===== src/rtl/seg7_pkg.sv =====
// Shared definitions for the 7-segment word rotator: character codes,
// the glyph segment table and the run/stop state encoding.
package seg7_pkg;

  localparam logic [2:0] CH_H     = 3'd0;
  localparam logic [2:0] CH_E     = 3'd1;
  localparam logic [2:0] CH_L     = 3'd2;
  localparam logic [2:0] CH_O     = 3'd3;
  localparam logic [2:0] CH_D     = 3'd4;
  localparam logic [2:0] CH_ONE   = 3'd5;
  localparam logic [2:0] CH_TWO   = 3'd6;
  localparam logic [2:0] CH_BLANK = 3'd7;

  // Entry index is the character code; bit 0 = segment a ... bit 6 = g.
  localparam logic [7:0][6:0] SEG_TABLE = {
    7'b0000000,  // 7 blank
    7'b1011011,  // 6 '2'
    7'b0000110,  // 5 '1'
    7'b1011110,  // 4 'd'
    7'b0111111,  // 3 'O'
    7'b0111000,  // 2 'L'
    7'b1111001,  // 1 'E'
    7'b1110110   // 0 'H'
  };

  typedef enum logic {
    ST_STOP = 1'b0,
    ST_RUN  = 1'b1
  } state_t;

endpackage


===== src/rtl/seg7_char_decoder.sv =====
// Combinational character-code to active-high segment pattern lookup.
module seg7_char_decoder
  import seg7_pkg::*;
(
  input  logic [2:0] code_i,
  output logic [6:0] seg_o
);

  always_comb begin
    seg_o = SEG_TABLE[code_i];
  end

endmodule


===== src/rtl/seg7_word_rotator.sv =====
// N-character word on N 7-segment displays, rotating on a tick or STEP pulse.
// Define SEG7_ACTIVE_LOW_EN for inverted (active-low) HEX outputs.
module seg7_word_rotator
  import seg7_pkg::*;
#(
  parameter int NUM_DIGITS  = 4,
  parameter int CHAR_W      = 3,
  parameter int TICK_CYCLES = 50_000_000
) (
  input  logic                         CLOCK_50,
  input  logic                         RESET,
  input  logic                         LOAD,
  input  logic [NUM_DIGITS*CHAR_W-1:0] WORD,
  input  logic                         RUN,
  input  logic                         STEP,
  input  logic                         DIR,
  output logic [NUM_DIGITS*7-1:0]      HEX,
  output logic [2:0]                   POS,
  output logic                         WRAP
);

  localparam int                WORD_W  = NUM_DIGITS * CHAR_W;
  localparam int                CNT_W   = $clog2(TICK_CYCLES);
  localparam logic [CNT_W-1:0]  CNT_MAX = CNT_W'(TICK_CYCLES - 1);
  localparam logic [2:0]        POS_MAX = 3'(NUM_DIGITS - 1);

  state_t                  state_q, state_d;
  logic [CNT_W-1:0]        cnt_q, cnt_d;
  logic [WORD_W-1:0]       word_q, word_d;
  logic [2:0]              pos_q, pos_d;
  logic                    wrap_q, wrap_d;
  logic [NUM_DIGITS*7-1:0] hex_q, hex_d;
  logic [NUM_DIGITS*7-1:0] seg_all;

  logic running;
  logic tick;
  logic rotate;

  // FSM: state register
  always_ff @(posedge CLOCK_50 or posedge RESET) begin
    if (RESET) begin
      state_q <= ST_STOP;
    end else begin
      state_q <= state_d;
    end
  end

  // FSM: next state
  always_comb begin
    state_d = state_q;
    case (state_q)
      ST_STOP: if (RUN)  state_d = ST_RUN;
      ST_RUN:  if (!RUN) state_d = ST_STOP;
      default: state_d = ST_STOP;
    endcase
  end

  // FSM: outputs
  always_comb begin
    running = (state_q == ST_RUN);
  end

  // Leaving RUN clears the count so a restart always waits a full period.
  always_comb begin
    tick  = running && (cnt_q == CNT_MAX);
    cnt_d = '0;
    if (!LOAD && running && RUN && !tick) begin
      cnt_d = cnt_q + 1'b1;
    end
  end

  always_comb begin
    rotate = !LOAD && (tick || (!running && STEP));
    word_d = word_q;
    pos_d  = pos_q;
    if (LOAD) begin
      word_d = WORD;
      pos_d  = '0;
    end else if (rotate) begin
      if (!DIR) begin
        word_d = {word_q[WORD_W-CHAR_W-1:0], word_q[WORD_W-1 -: CHAR_W]};
        pos_d  = (pos_q == POS_MAX) ? 3'd0 : pos_q + 3'd1;
      end else begin
        word_d = {word_q[CHAR_W-1:0], word_q[WORD_W-1:CHAR_W]};
        pos_d  = (pos_q == 3'd0) ? POS_MAX : pos_q - 3'd1;
      end
    end
    wrap_d = rotate && (pos_d == 3'd0);
  end

  always_ff @(posedge CLOCK_50 or posedge RESET) begin
    if (RESET) begin
      cnt_q  <= '0;
      word_q <= {WORD_W{1'b1}};
      pos_q  <= '0;
      wrap_q <= 1'b0;
    end else begin
      cnt_q  <= cnt_d;
      word_q <= word_d;
      pos_q  <= pos_d;
      wrap_q <= wrap_d;
    end
  end

  for (genvar i = 0; i < NUM_DIGITS; i++) begin : g_dec
    seg7_char_decoder u_dec (
      .code_i (word_q[i*CHAR_W +: CHAR_W]),
      .seg_o  (seg_all[i*7 +: 7])
    );
  end

  always_comb begin
`ifdef SEG7_ACTIVE_LOW_EN
    hex_d = ~seg_all;
`else
    hex_d = seg_all;
`endif
  end

  always_ff @(posedge CLOCK_50 or posedge RESET) begin
    if (RESET) begin
`ifdef SEG7_ACTIVE_LOW_EN
      hex_q <= {NUM_DIGITS*7{1'b1}};
`else
      hex_q <= '0;
`endif
    end else begin
      hex_q <= hex_d;
    end
  end

  assign HEX  = hex_q;
  assign POS  = pos_q;
  assign WRAP = wrap_q;

endmodule

===== config.mk =====
export PLATFORM = sky130hd
export DESIGN_NAME = seg7_word_rotator
export DESIGN_NICKNAME = d
export VERILOG_FILES = /design/src/rtl/seg7_pkg.sv /design/src/rtl/seg7_char_decoder.sv /design/src/rtl/seg7_word_rotator.sv
export SDC_FILE = /design/constraint.sdc
export NUM_CORES = 1
export LEC_CHECK = 0
export ABC_AREA = 1
export CAP_MARGIN = 20
export CORE_UTILIZATION = 49
export DETAILED_ROUTE_END_ITERATION = 6
export PLACE_DENSITY = 0.84
export SYNTH_ARGS = -nofsm -noshare
export SYNTH_HDL_FRONTEND = slang
export SYNTH_SLANG_ARGS = --single-unit

===== constraint.sdc =====
create_clock -name CLOCK_50 -period 2.1 [get_ports CLOCK_50]
set_input_delay 0.42 -clock CLOCK_50 [delete_from_list [all_inputs] [get_ports CLOCK_50]]
set_output_delay 0.42 -clock CLOCK_50 [all_outputs]
set_load 0.005 [all_outputs]

# Word-level counts from Yosys, hierarchy flattened
# Memories as Yosys holds them, arrays and structs flattened. A register that Yosys moved wholly into a read port is not among the register bits.
# Index checks and enable logic that the tools add are counted.
[classes] addsub=3 n_mul=0 n_div=0 order_cmp=0 eq_ne=2 shifts=0 n_mux=10 bitwise_logic=0 reduce_logical=14
[op_table] op="12-bit 2-to-1 mux" n=3
[op_table] op="26-bit by 1-bit adder with 26-bit output, second input constant" n=1
[op_table] op="26-bit == test, second input constant" n=1
[op_table] op="26-bit 2-to-1 mux" n=1
[op_table] op="3-bit 2-to-1 mux" n=5
[op_table] op="1-bit logical AND" n=7
[op_table] op="3-bit logical NOT" n=2
[op_table] op="3-bit by 1-bit adder with 3-bit output, second input constant" n=1
[op_table] op="3-bit by 2-bit == test with 1-bit output, second input constant" n=1
[op_table] op="1-bit logical NOT" n=3
[op_table] op="3-bit by 1-bit subtractor with 3-bit output, second input constant" n=1
[op_table] op="2-bit nonzero test" n=1
[op_table] op="1-bit logical OR" n=1
[op_table] op="1-bit 2-to-1 mux" n=1
[word_totals] register_bits=43 latchBits=0 ramBits=0 mem_bits_ro=224 memories=4
[memory_table] memory="(no name shown)" words=8 width=7 rd=1 rd_clocked_by_memory_dff=1 write_ports=0 line="seg7_char_decoder.sv:10" rtl="seg_o = SEG_TABLE[code_i];"
[memory_table] memory="(no name shown)" words=8 width=7 rd=1 rd_clocked_by_memory_dff=1 write_ports=0 line="seg7_char_decoder.sv:10"
[memory_table] memory="(no name shown)" words=8 width=7 rd=1 rd_clocked_by_memory_dff=1 write_ports=0 line="seg7_char_decoder.sv:10"
[memory_table] memory="(no name shown)" words=8 width=7 rd=1 rd_clocked_by_memory_dff=1 write_ports=0 line="seg7_char_decoder.sv:10"

# Longest topological paths before layout
# Gate-level depths: netlist of the first run.
[depth] word_depth=8 ltp_mapped=11

# Modules after synthesis
# Synthesis of the first run repeated with hierarchy kept, for this count alone.
[hier_totals] hier_cells=441 hier_area_um2=3671.0
[by_module_without_submodules] module="seg7_word_rotator" instances=1 cells_per_inst=349 area_per_inst_um2=3210.6 seq_area_each_um2=1791.7
[by_module_without_submodules] module="seg7_char_decoder" instances=4 cells_per_inst=23 area_per_inst_um2=115.1 seq_area_each_um2=0.0

# Worst setup path before layout of the first run
# Ideal clock, no wire load.
[synth_timing] path_kind="register to register" startpoint="register cnt_q[0]" endpoint="register word_q[7]" setup_ps=79 arrival_ps=1434 slack_ps=588 path_stages_with_launch=10 n_path_buf=1 path_cell_list="dfrtp_1 ha_1 nand3_2 clkinv_2 nand2_2 nor2_4 nand2_4 nand3_4 buf_6 o21ai_0"
[synth_between] elab_chain_cells=5
[synth_rtl] item="start, declared" line="seg7_word_rotator.sv:28" rtl="logic [CNT_W-1:0] cnt_q, cnt_d;"
[synth_rtl] item="start signal, assigned" line="seg7_word_rotator.sv:98" rtl="cnt_q <= cnt_d;"
[synth_rtl] item="26-bit == test" line="seg7_word_rotator.sv:65" rtl="tick = running && (cnt_q == CNT_MAX);"
[synth_rtl] item="1-bit logical AND" line="seg7_word_rotator.sv:65"
[synth_rtl] item="1-bit logical OR" line="seg7_word_rotator.sv:73" rtl="rotate = !LOAD && (tick || (!running && STEP));"
[synth_rtl] item="1-bit logical AND" line="seg7_word_rotator.sv:73"
[synth_rtl] item="2-bit nonzero test (no source line)"
[synth_rtl] item="end signal, assigned" line="seg7_word_rotator.sv:94" rtl="word_q <= {WORD_W{1'b1}};"
[synth_rtl] item="end signal, assigned" line="seg7_word_rotator.sv:99" rtl="word_q <= word_d;"
[synth_rtl] item="end, declared" line="seg7_word_rotator.sv:29" rtl="logic [WORD_W-1:0] word_q, word_d;"
# No other way between the ends.
# A chain may end at the register's enable or synchronous reset.

# Worst setup path in the final report of the first run
[layout_timing] startpoint="register cnt_q[0]" endpoint="register cnt_q[6]"
[layout_between] elab_chain_cells=5
[layout_rtl] item="parallel branches: the longest is 4 deep, another holds 26-bit by 1-bit adder with 26-bit output"
[layout_rtl] item="26-bit 2-to-1 mux (*)" line="seg7_word_rotator.sv:67" rtl="if (!LOAD && running && RUN && !tick) begin"
[layout_rtl] item="via cnt_d[6]" line="seg7_word_rotator.sv:28"
# Mark *: on every way through the listed nets, which the timed path passes.

==> results of run 1 <==
-- Yosys cell counts (3+ instances only) --
library cell,number
a21oi_1,11
buf_1,3
buf_2,4
clkbuf_1,4
dfrtp_1,59
dfstp_2,12
ha_1,16
inv_1,38
inv_2,3
nand2_1,67
nand2_2,4
nand3_1,12
nand3_2,3
nand4_1,7
nor2_1,33
nor2_2,4
nor2_4,3
nor3_1,9
o211ai_1,18
o211ai_2,7
o21ai_0,30
o21ai_2,12
or2_2,4
xor2_1,4
-- worst max-delay path: stages (launching register included) --
cell	delay, ns
dfrtp_1	0.42
ha_1	0.25
nand3_2	0.13
clkinv_2	0.10
nand2_2	0.09
nor2_4	0.05
nand2_4	0.10
nand2_4	0.13
inv_2	0.24
o21ai_0	0.14
a21oi_1	0.15
-- metrics by stage --
step	worst slack, ns	hold WS (ns)
floorplan	0.5877	0.4369
global placement	0.2829	0.4641
detailed placement	0.2199	0.4597
CTS	0.2228	0.4471
global route	0.09109	0.4745
finish	0.2343	0.4516
-- cell families (layout without fill, tap and decap cells) --
kind of cell / Yosys count / in the layout / share of synthesized area (%)
AND/OR/NAND/NOR: 154 / 154 / 20.45
AO/OA/AOI/OAI: 85 / 85 / 16.03
buffers and inverters: 58 / 115 / 7.081
XOR/XNOR: 6 / 6 / 1.451
adder cells (fa/ha/maj): 16 / 16 / 5.527
flip-flops: 71 / 71 / 49.46
-- registers in the layout, summed over array words and instances, names as in the netlist --
register / flops
running: 1
POS: 3
WRAP: 1
HEX: 28
word_q: 12
cnt_q: 26
-- routing by layer --
metal / vias up / track usage [%]
li1: 1403 / -
met1: 1422 / 26.89
met2: 70 / 40.66
met3: 12 / 5.655
met4: 0 / 8.793
met5: - / 0
-- power breakdown --
group | internal [mW] | total (mW) | switching (mW)
Clock | 0.667 | 1.20 | 0.532
Sequential | 1.54 | 1.63 | 0.0921
Combinational | 0.336 | 0.617 | 0.281
Total | 2.54 | 3.45 | 0.905
-- area by class of cell --
class | count | area (um^2) | area share, %
sequential | 71 | 1792 | 40.54
multi-input combinational | 261 | 1574 | 35.62
timing repair buffer | 55 | 548.0 | 12.40
inverter | 44 | 171.4 | 3.879
clock buffer | 10 | 127.6 | 2.888
tap | 96 | 120.1 | 2.718
clock inverter | 6 | 86.33 | 1.954
-- worst max path at each step --
stage / end / slack, ns / cells past startpoint
final: cnt_q[6]$_DFF_PP0_ / 0.23 / 10
after global routing: WRAP$_DFF_PP0_ / 0.09 / 9
after CTS: WRAP$_DFF_PP0_ / 0.22 / 9
after detailed placement: WRAP$_DFF_PP0_ / 0.22 / 6
after global placement: WRAP$_DFF_PP0_ / 0.28 / 6
after floorplan: word_q[7]$_DFFE_PP1P_ / 0.59 / 9
==> results_tabular.tex, run 1 <==
\begin{tabular}{lr}
\hline
Metric & Value \\
\hline
\multicolumn{2}{l}{\textbf{Worst setup path}} \\
\quad Nature of the critical path startpoint & flip-flop \\
\quad Worst path arrival time & approximately 2.1 ns \\
\quad Critical Path Source & cnt\_q[0]\$\_DFF\_PP0\_ \\
\quad Launch point of the worst reg-to-reg path & cnt\_q[0]\$\_DFF\_PP0\_ \\
\quad Capture point of the worst reg-to-reg path & cnt\_q[6]\$\_DFF\_PP0\_ \\
\quad Required time of the critical path & between 2 and 2.5 ns \\
\quad Maximum fanout encountered on the critical timing path & 15 \\
\quad R2R Setup Slk & between 0.2 and 0.25 ns \\
\quad CP endpoint kind & flip-flop \\
\quad Number of cell instances on the worst register-to-register path & 10 \\
\quad Kind of critical path & reg2reg \\
\multicolumn{2}{l}{\textbf{Floorplan}} \\
\quad Initial core utilization & 51.88\% \\
\quad Die ar. & approximately 7700 um\^{}2 \\
\quad Horizontal die dimension & 87.98 um \\
\quad Floorplan Core Area & $\sim$7000 um\^{}2 \\
\quad I/O pin cnt & 50 \\
\quad Vertical extent of the die & a little under 90 um \\
\quad Num rows & 30 \\
\multicolumn{2}{l}{\textbf{Yosys}} \\
\quad Count of distinct cell types in the synthesized netlist & 41 \\
\quad Number of enable flip-flop cells after synthesis & 0 \\
\quad Mapped cell area & approximately 3600 um\^{}2 \\
\quad Mean post-synth cell area & 9.288 um\^{}2 \\
\quad Fraction of registers with async set/reset & 100.0\% \\
\quad Library cell with the largest summed area after synthesis & dfrtp\_1 \\
\quad Post-synthesis instance total & 390 \\
\quad Most common flop cell mapped by yosys & dfrtp\_1 \\
\quad Synthesis warning total & 0 \\
\quad Largest cells by area after synthesis & dfrtp\_1 (41\%), dfstp\_2 (8.7\%), nand2\_1 (6.9\%), ha\_1 (5.5\%), o21ai\_0 (4.1\%) \\
\quad Share of the yosys chip area belonging to registers & about half \\
\quad Post-synth top area share & about two fifths \\
\quad Seq cells post-synth & 71 \\
\quad Net count of the mapped netlist & approximately 420 \\
\multicolumn{2}{l}{\textbf{Timing}} \\
\quad Finish-stage setup viols & 0 \\
\quad Final number of max-transition violations & 0 \\
\quad Fin crit share & roughly 89\% \\
\quad Worst slew margin relative to its limit & 67.30\% \\
\quad Transition time at the pin with the least slew margin & between 0.4 and 0.5 ns \\
\quad Highest clock rate & 536.0 MHz \\
\quad Total Neg Setup Slack & 0 ns \\
\quad Largest clock skew in the final design & approximately 0.0078 ns \\
\quad Unrepaired setup endpoints after global routing & false \\
\quad Fin crit period & around 1.9 ns \\
\quad Number of hold violations in the final report & 0 \\
\multicolumn{2}{l}{\textbf{GRT}} \\
\quad Antenna violations before repair & 0 \\
\quad Maximum number of pins on one net before global-route repair & 30 \\
\quad Total overflow reported by the global router & 0 \\
\quad Via count of the first global-routing pass & between 2000 and 3000 \\
\quad First-pass GRT wire length & about 13000 um \\
\quad Overall track demand over capacity in global routing & between 20 and 25\% \\
\multicolumn{2}{l}{\textbf{Flow run}} \\
\quad Max Cap Viol & 0 \\
\multicolumn{2}{l}{\textbf{Clocking}} \\
\quad Root cell of the clock tree & clkbuf\_8 \\
\quad TritonCTS sink count & 71 \\
\quad H-tree levels & 3 \\
\quad Clock tree from TritonCTS & yes \\
\quad \# hold bufs at CTS & 0 \\
\quad Number of gates resized after CTS & 0 \\
\quad Clock slew at reported path FFs & 0.07 ns \\
\quad Insertion delay of the later-clocked pin in the worst-skew pair & roughly 0.35 ns \\
\quad Post-CTS setup buffers & 0 \\
\quad Num CTS Buffers & 9 \\
\quad Clk buf depth & 2 \\
\multicolumn{2}{l}{\textbf{Cells and area}} \\
\quad Count of placed standard cells in the final layout, fillers left out & roughly 540 \\
\quad Number of nets at the end of the flow & 476 \\
\quad Most frequent standard cell in the layout excluding fill and tap cells & nand2\_1 \\
\quad Number of filler cells placed in the layout & approximately 580 \\
\quad Share of the core filled with cells & between 60 and 70\% \\
\quad Area added between synthesis and finish & 22.00\% \\
\quad Most frequent cells in the layout & nand2\_1 (67), dfrtp\_1 (59), clkdlybuf4s50\_1 (49), inv\_1 (37), nor2\_1 (33) \\
\quad Finished layout cell area & $\sim$4400 um\^{}2 \\
\quad Diodes inserted & 0 \\
\quad Proportion of layout cells with a drive suffix above 1 & 17.90\% \\
\multicolumn{2}{l}{\textbf{Place}} \\
\quad \# port buffers & 49 \\
\quad Placed Area & 4205 um\^{}2 \\
\quad Total placed cells including tap cells & about 530 \\
\quad Final RePlAce weighted congestion & between 0.8 and 0.9 \\
\quad DPL Wire Length & 5859 um \\
\multicolumn{2}{l}{\textbf{Detailed routing}} \\
\quad DRT antenna net count & 0 \\
\quad DR DRC count & 0 \\
\quad Routed wirelength normalized by instance count & between 10 and 15 um \\
\quad Met3 wire length & roughly 360 um \\
\quad Number of DRC markers in iteration 0 & 140 \\
\quad Total via count in the routed design & 2907 \\
\quad Wire length on met1 & $\sim$3300 um \\
\quad Average vias per placed instance & $\sim$5.4 \\
\quad Sum of routed wire length over all layers & 8007 um \\
\quad First-pass detailed-route iteration total & 4 \\
\quad Met2 WL post-DR & 4228 um \\
\quad Top routing layer in use & met4 \\
\multicolumn{2}{l}{\textbf{Pwr}} \\
\quad Total power after layout & around 3.4 mW \\
\quad Pwr per Cell Area & approximately 800 nW/um\^{}2 \\
\quad Static leakage power & 1.842 nW \\
\quad IR Drop Worst-Case VDD & 555.3 uV \\
\multicolumn{2}{l}{\textbf{Outcome}} \\
\quad Run status & complete, no violations \\
\multicolumn{2}{l}{\textbf{Min path}} \\
\quad Min-delay worst type & in2async \\
\hline
\end{tabular}
No activity file was read; power rests on OpenSTA's default activity.
==> inputs of run 2 (changes only) <==
CORE_MARGIN = 2   (was unset)
==> run 2 against run 1 <==
Effect of this change:
- utilization down 1.8 points
- critical endpoint is now WRAP$_DFF_PP0_
- routed wire length up 4.6%
- design area up 0.37%
- clock power about the same
- highest routed layer unchanged
- power up 1.0%
- register-to-register slack worse by 0.03 ns
- sequential power about the same
- clock skew down 0.0024 ns
- maximum frequency down 1.4%
==> results_tabular.tex, run 2 (synthesized netlist as in run 1, its figures left out) <==
\begin{tabular}{lr}
\hline
Metric & Value \\
\hline
\multicolumn{2}{l}{\textbf{Outcome}} \\
\quad Run status & complete, no violations \\
\multicolumn{2}{l}{\textbf{Timing}} \\
\quad Unrepaired setup endpoints after global routing & false \\
\quad Fin crit share & 90.11\% \\
\quad Number of hold violations in the final report & 0 \\
\quad Final number of max-transition violations & 0 \\
\quad Finish-stage setup viols & 0 \\
\quad Highest clock rate & between 500 and 600 MHz \\
\quad Worst slew margin relative to its limit & 69.20\% \\
\quad Worst-case setup margin in the final layout & 0.2077 ns \\
\quad Total Neg Setup Slack & 0 ns \\
\quad Fin crit period & between 1.5 and 2 ns \\
\quad Largest clock skew in the final design & $\sim$0.0054 ns \\
\quad Transition time at the pin with the least slew margin & approximately 0.46 ns \\
\multicolumn{2}{l}{\textbf{Floorplan}} \\
\quad Horizontal die dimension & between 80 and 90 um \\
\quad Floorplan Core Area & $\sim$7200 um\^{}2 \\
\quad Num rows & 31 \\
\quad Vertical extent of the die & around 90 um \\
\quad Die ar. & slightly above 8000 um\^{}2 \\
\quad I/O pin cnt & 50 \\
\quad Initial core utilization & between 50\% and 60\% \\
\multicolumn{2}{l}{\textbf{Worst setup path}} \\
\quad Cell-by-cell listing of the critical path & ha\_1 > nand3\_2 > clkinv\_2 > nand2\_2 > nor2\_4 > nand2\_4 > nand3\_4 > o21ai\_1 > nor2\_1 \\
\quad Required time of the critical path & between 2 and 2.5 ns \\
\quad R2R Setup Slk & roughly 0.21 ns \\
\quad Capture point of the worst reg-to-reg path & WRAP\$\_DFF\_PP0\_ \\
\quad Number of cell instances on the worst register-to-register path & 9 \\
\quad Kind of critical path & reg2reg \\
\quad Worst path arrival time & 2.13 ns \\
\quad Maximum fanout encountered on the critical timing path & 26 \\
\quad Nature of the critical path startpoint & flip-flop \\
\quad Slowest cell on the critical path & dfrtp\_1 \\
\quad CP endpoint kind & flip-flop \\
\quad Highest cell delay on the worst timing path & around 0.42 ns \\
\quad Launch point of the worst reg-to-reg path & cnt\_q[0]\$\_DFF\_PP0\_ \\
\multicolumn{2}{l}{\textbf{GRT}} \\
\quad Total overflow reported by the global router & 0 \\
\quad Maximum number of pins on one net before global-route repair & 30 \\
\quad First-pass GRT wire length & about 14000 um \\
\quad Via count of the first global-routing pass & roughly 3100 \\
\quad Antenna violations before repair & 0 \\
\quad Overall track demand over capacity in global routing & a little over a fifth \\
\multicolumn{2}{l}{\textbf{Clocking}} \\
\quad Root cell of the clock tree & clkbuf\_8 \\
\quad Num CTS Buffers & 9 \\
\quad Clock tree from TritonCTS & yes \\
\quad Insertion delay of the later-clocked pin in the worst-skew pair & between 0.3 and 0.4 ns \\
\quad Number of gates resized after CTS & 0 \\
\quad Post-CTS setup buffers & 0 \\
\quad TritonCTS sink count & slightly above 70 \\
\quad \# hold bufs at CTS & 0 \\
\quad H-tree levels & 3 \\
\quad Clock slew at reported path FFs & 0.08 ns \\
\quad Clk buf depth & 2 \\
\multicolumn{2}{l}{\textbf{Cells and area}} \\
\quad Most frequent standard cell in the layout excluding fill and tap cells & nand2\_1 \\
\quad Area added between synthesis and finish & 22.45\% \\
\quad Footprint of the multi-input gates & approximately 1600 um\^{}2 \\
\quad Area taken by flip-flops and latches & around 1800 um\^{}2 \\
\quad Number of filler cells placed in the layout & between 500 and 600 \\
\quad Diodes inserted & 0 \\
\quad Most frequent cells in the layout & nand2\_1 (67), dfrtp\_1 (59), clkdlybuf4s50\_1 (49), inv\_1 (37), nor2\_1 (33) \\
\quad Proportion of layout cells with a drive suffix above 1 & $\sim$18\% \\
\quad Count of placed standard cells in the final layout, fillers left out & about 550 \\
\quad Largest register FFs & 28 \\
\quad Number of nets at the end of the flow & $\sim$480 \\
\multicolumn{2}{l}{\textbf{Detailed routing}} \\
\quad First-pass detailed-route iteration total & 4 \\
\quad Total via count in the routed design & between 2000 and 3000 \\
\quad Average vias per placed instance & 5.472 \\
\quad Number of DRC markers in iteration 0 & around 170 \\
\quad DR DRC count & 0 \\
\quad Routed wirelength normalized by instance count & roughly 15 um \\
\quad DRT antenna net count & 0 \\
\quad Sum of routed wire length over all layers & around 8400 um \\
\multicolumn{2}{l}{\textbf{Pwr}} \\
\quad Static leakage power & approximately 1.8 nW \\
\quad Pwr per Cell Area & between 700 and 800 nW/um\^{}2 \\
\quad IR Drop Worst-Case VDD & $\sim$570 uV \\
\multicolumn{2}{l}{\textbf{Place}} \\
\quad Final RePlAce weighted congestion & just over 0.9 \\
\quad Total placed cells including tap cells & between 500 and 600 \\
\quad \# port buffers & 49 \\
\quad DPL Wire Length & 6014 um \\
\quad Minimum setup slack after placement & about 0.17 ns \\
\multicolumn{2}{l}{\textbf{Min path}} \\
\quad Min-delay worst type & in2async \\
\multicolumn{2}{l}{\textbf{Flow run}} \\
\quad Max Cap Viol & 0 \\
\hline
\end{tabular}
[run 2: power breakdown]
| group | switching, mW | total (mW) | internal [mW] |
|---|---|---|---|
| logic | 0.286 | 0.624 | 0.338 |
| clock network | 0.547 | 1.22 | 0.678 |
| registers | 0.0944 | 1.63 | 1.54 |
| total | 0.928 | 3.48 | 2.55 |
[run 2: cell type report]
class	count	area share [%]
Clock inverter	6	2.116
Tap cell	99	2.793
Clock buffer	10	2.877
Sequential cell	71	40.39
Timing Repair Buffer	54	12.47
Inverter	44	3.865
Multi-Input combinational cell	261	35.49
[run 2: how the worst max path moves through the flow]
stage                  startpoint               endpoint  slack, ns  depth (start not counted)
6_report       cnt_q[0]$_DFF_PP0_         WRAP$_DFF_PP0_       0.21                          9
5_1_grt        cnt_q[0]$_DFF_PP0_         WRAP$_DFF_PP0_       0.06                          9
4_1_cts        cnt_q[0]$_DFF_PP0_         WRAP$_DFF_PP0_       0.21                          9
3_5_place_dp                 LOAD         WRAP$_DFF_PP0_       0.17                          6
2_1_floorplan  cnt_q[0]$_DFF_PP0_  word_q[7]$_DFFE_PP1P_       0.59                          9
3_3_place_gp                 LOAD         WRAP$_DFF_PP0_       0.19                          6
[run 2: stage by stage]
| stage | total power [mW] | hold slack, ns | cell area, um^2 | utilization, % |
|---|---|---|---|---|
| 2_1_floorplan | 1.924 | 0.4369 | 3626 | - |
| 3_3_place_gp | 2.257 | 0.4573 | 4214 | 58.41 |
| 3_5_place_dp | 2.286 | 0.4643 | 4214 | 58.41 |
| 4_1_cts | 3.507 | 0.4455 | 4436 | 61.48 |
| 5_1_grt | 3.643 | 0.4675 | 4436 | 61.48 |
| 6_report | 3.482 | 0.4382 | 4436 | 61.48 |
[run 2: critical path, delay by kind of cell, from the launching register on]
family                     cells  cell delay (ns)
AOI/OAI and AO/OA              1             0.27
adders and majority gates      1             0.25
and+or+nand+nor                6             0.74
DFF                            1             0.42
buffers and inverters          1             0.11
[run 2: per-layer routing]
layer	up-vias	global-route usage [%]	routed length, um
met4	0	8.590	145
met3	18	5.700	466
met2	102	38.45	4402
li1	1395	-	-
met5	-	0	0
met1	1467	24.99	3357
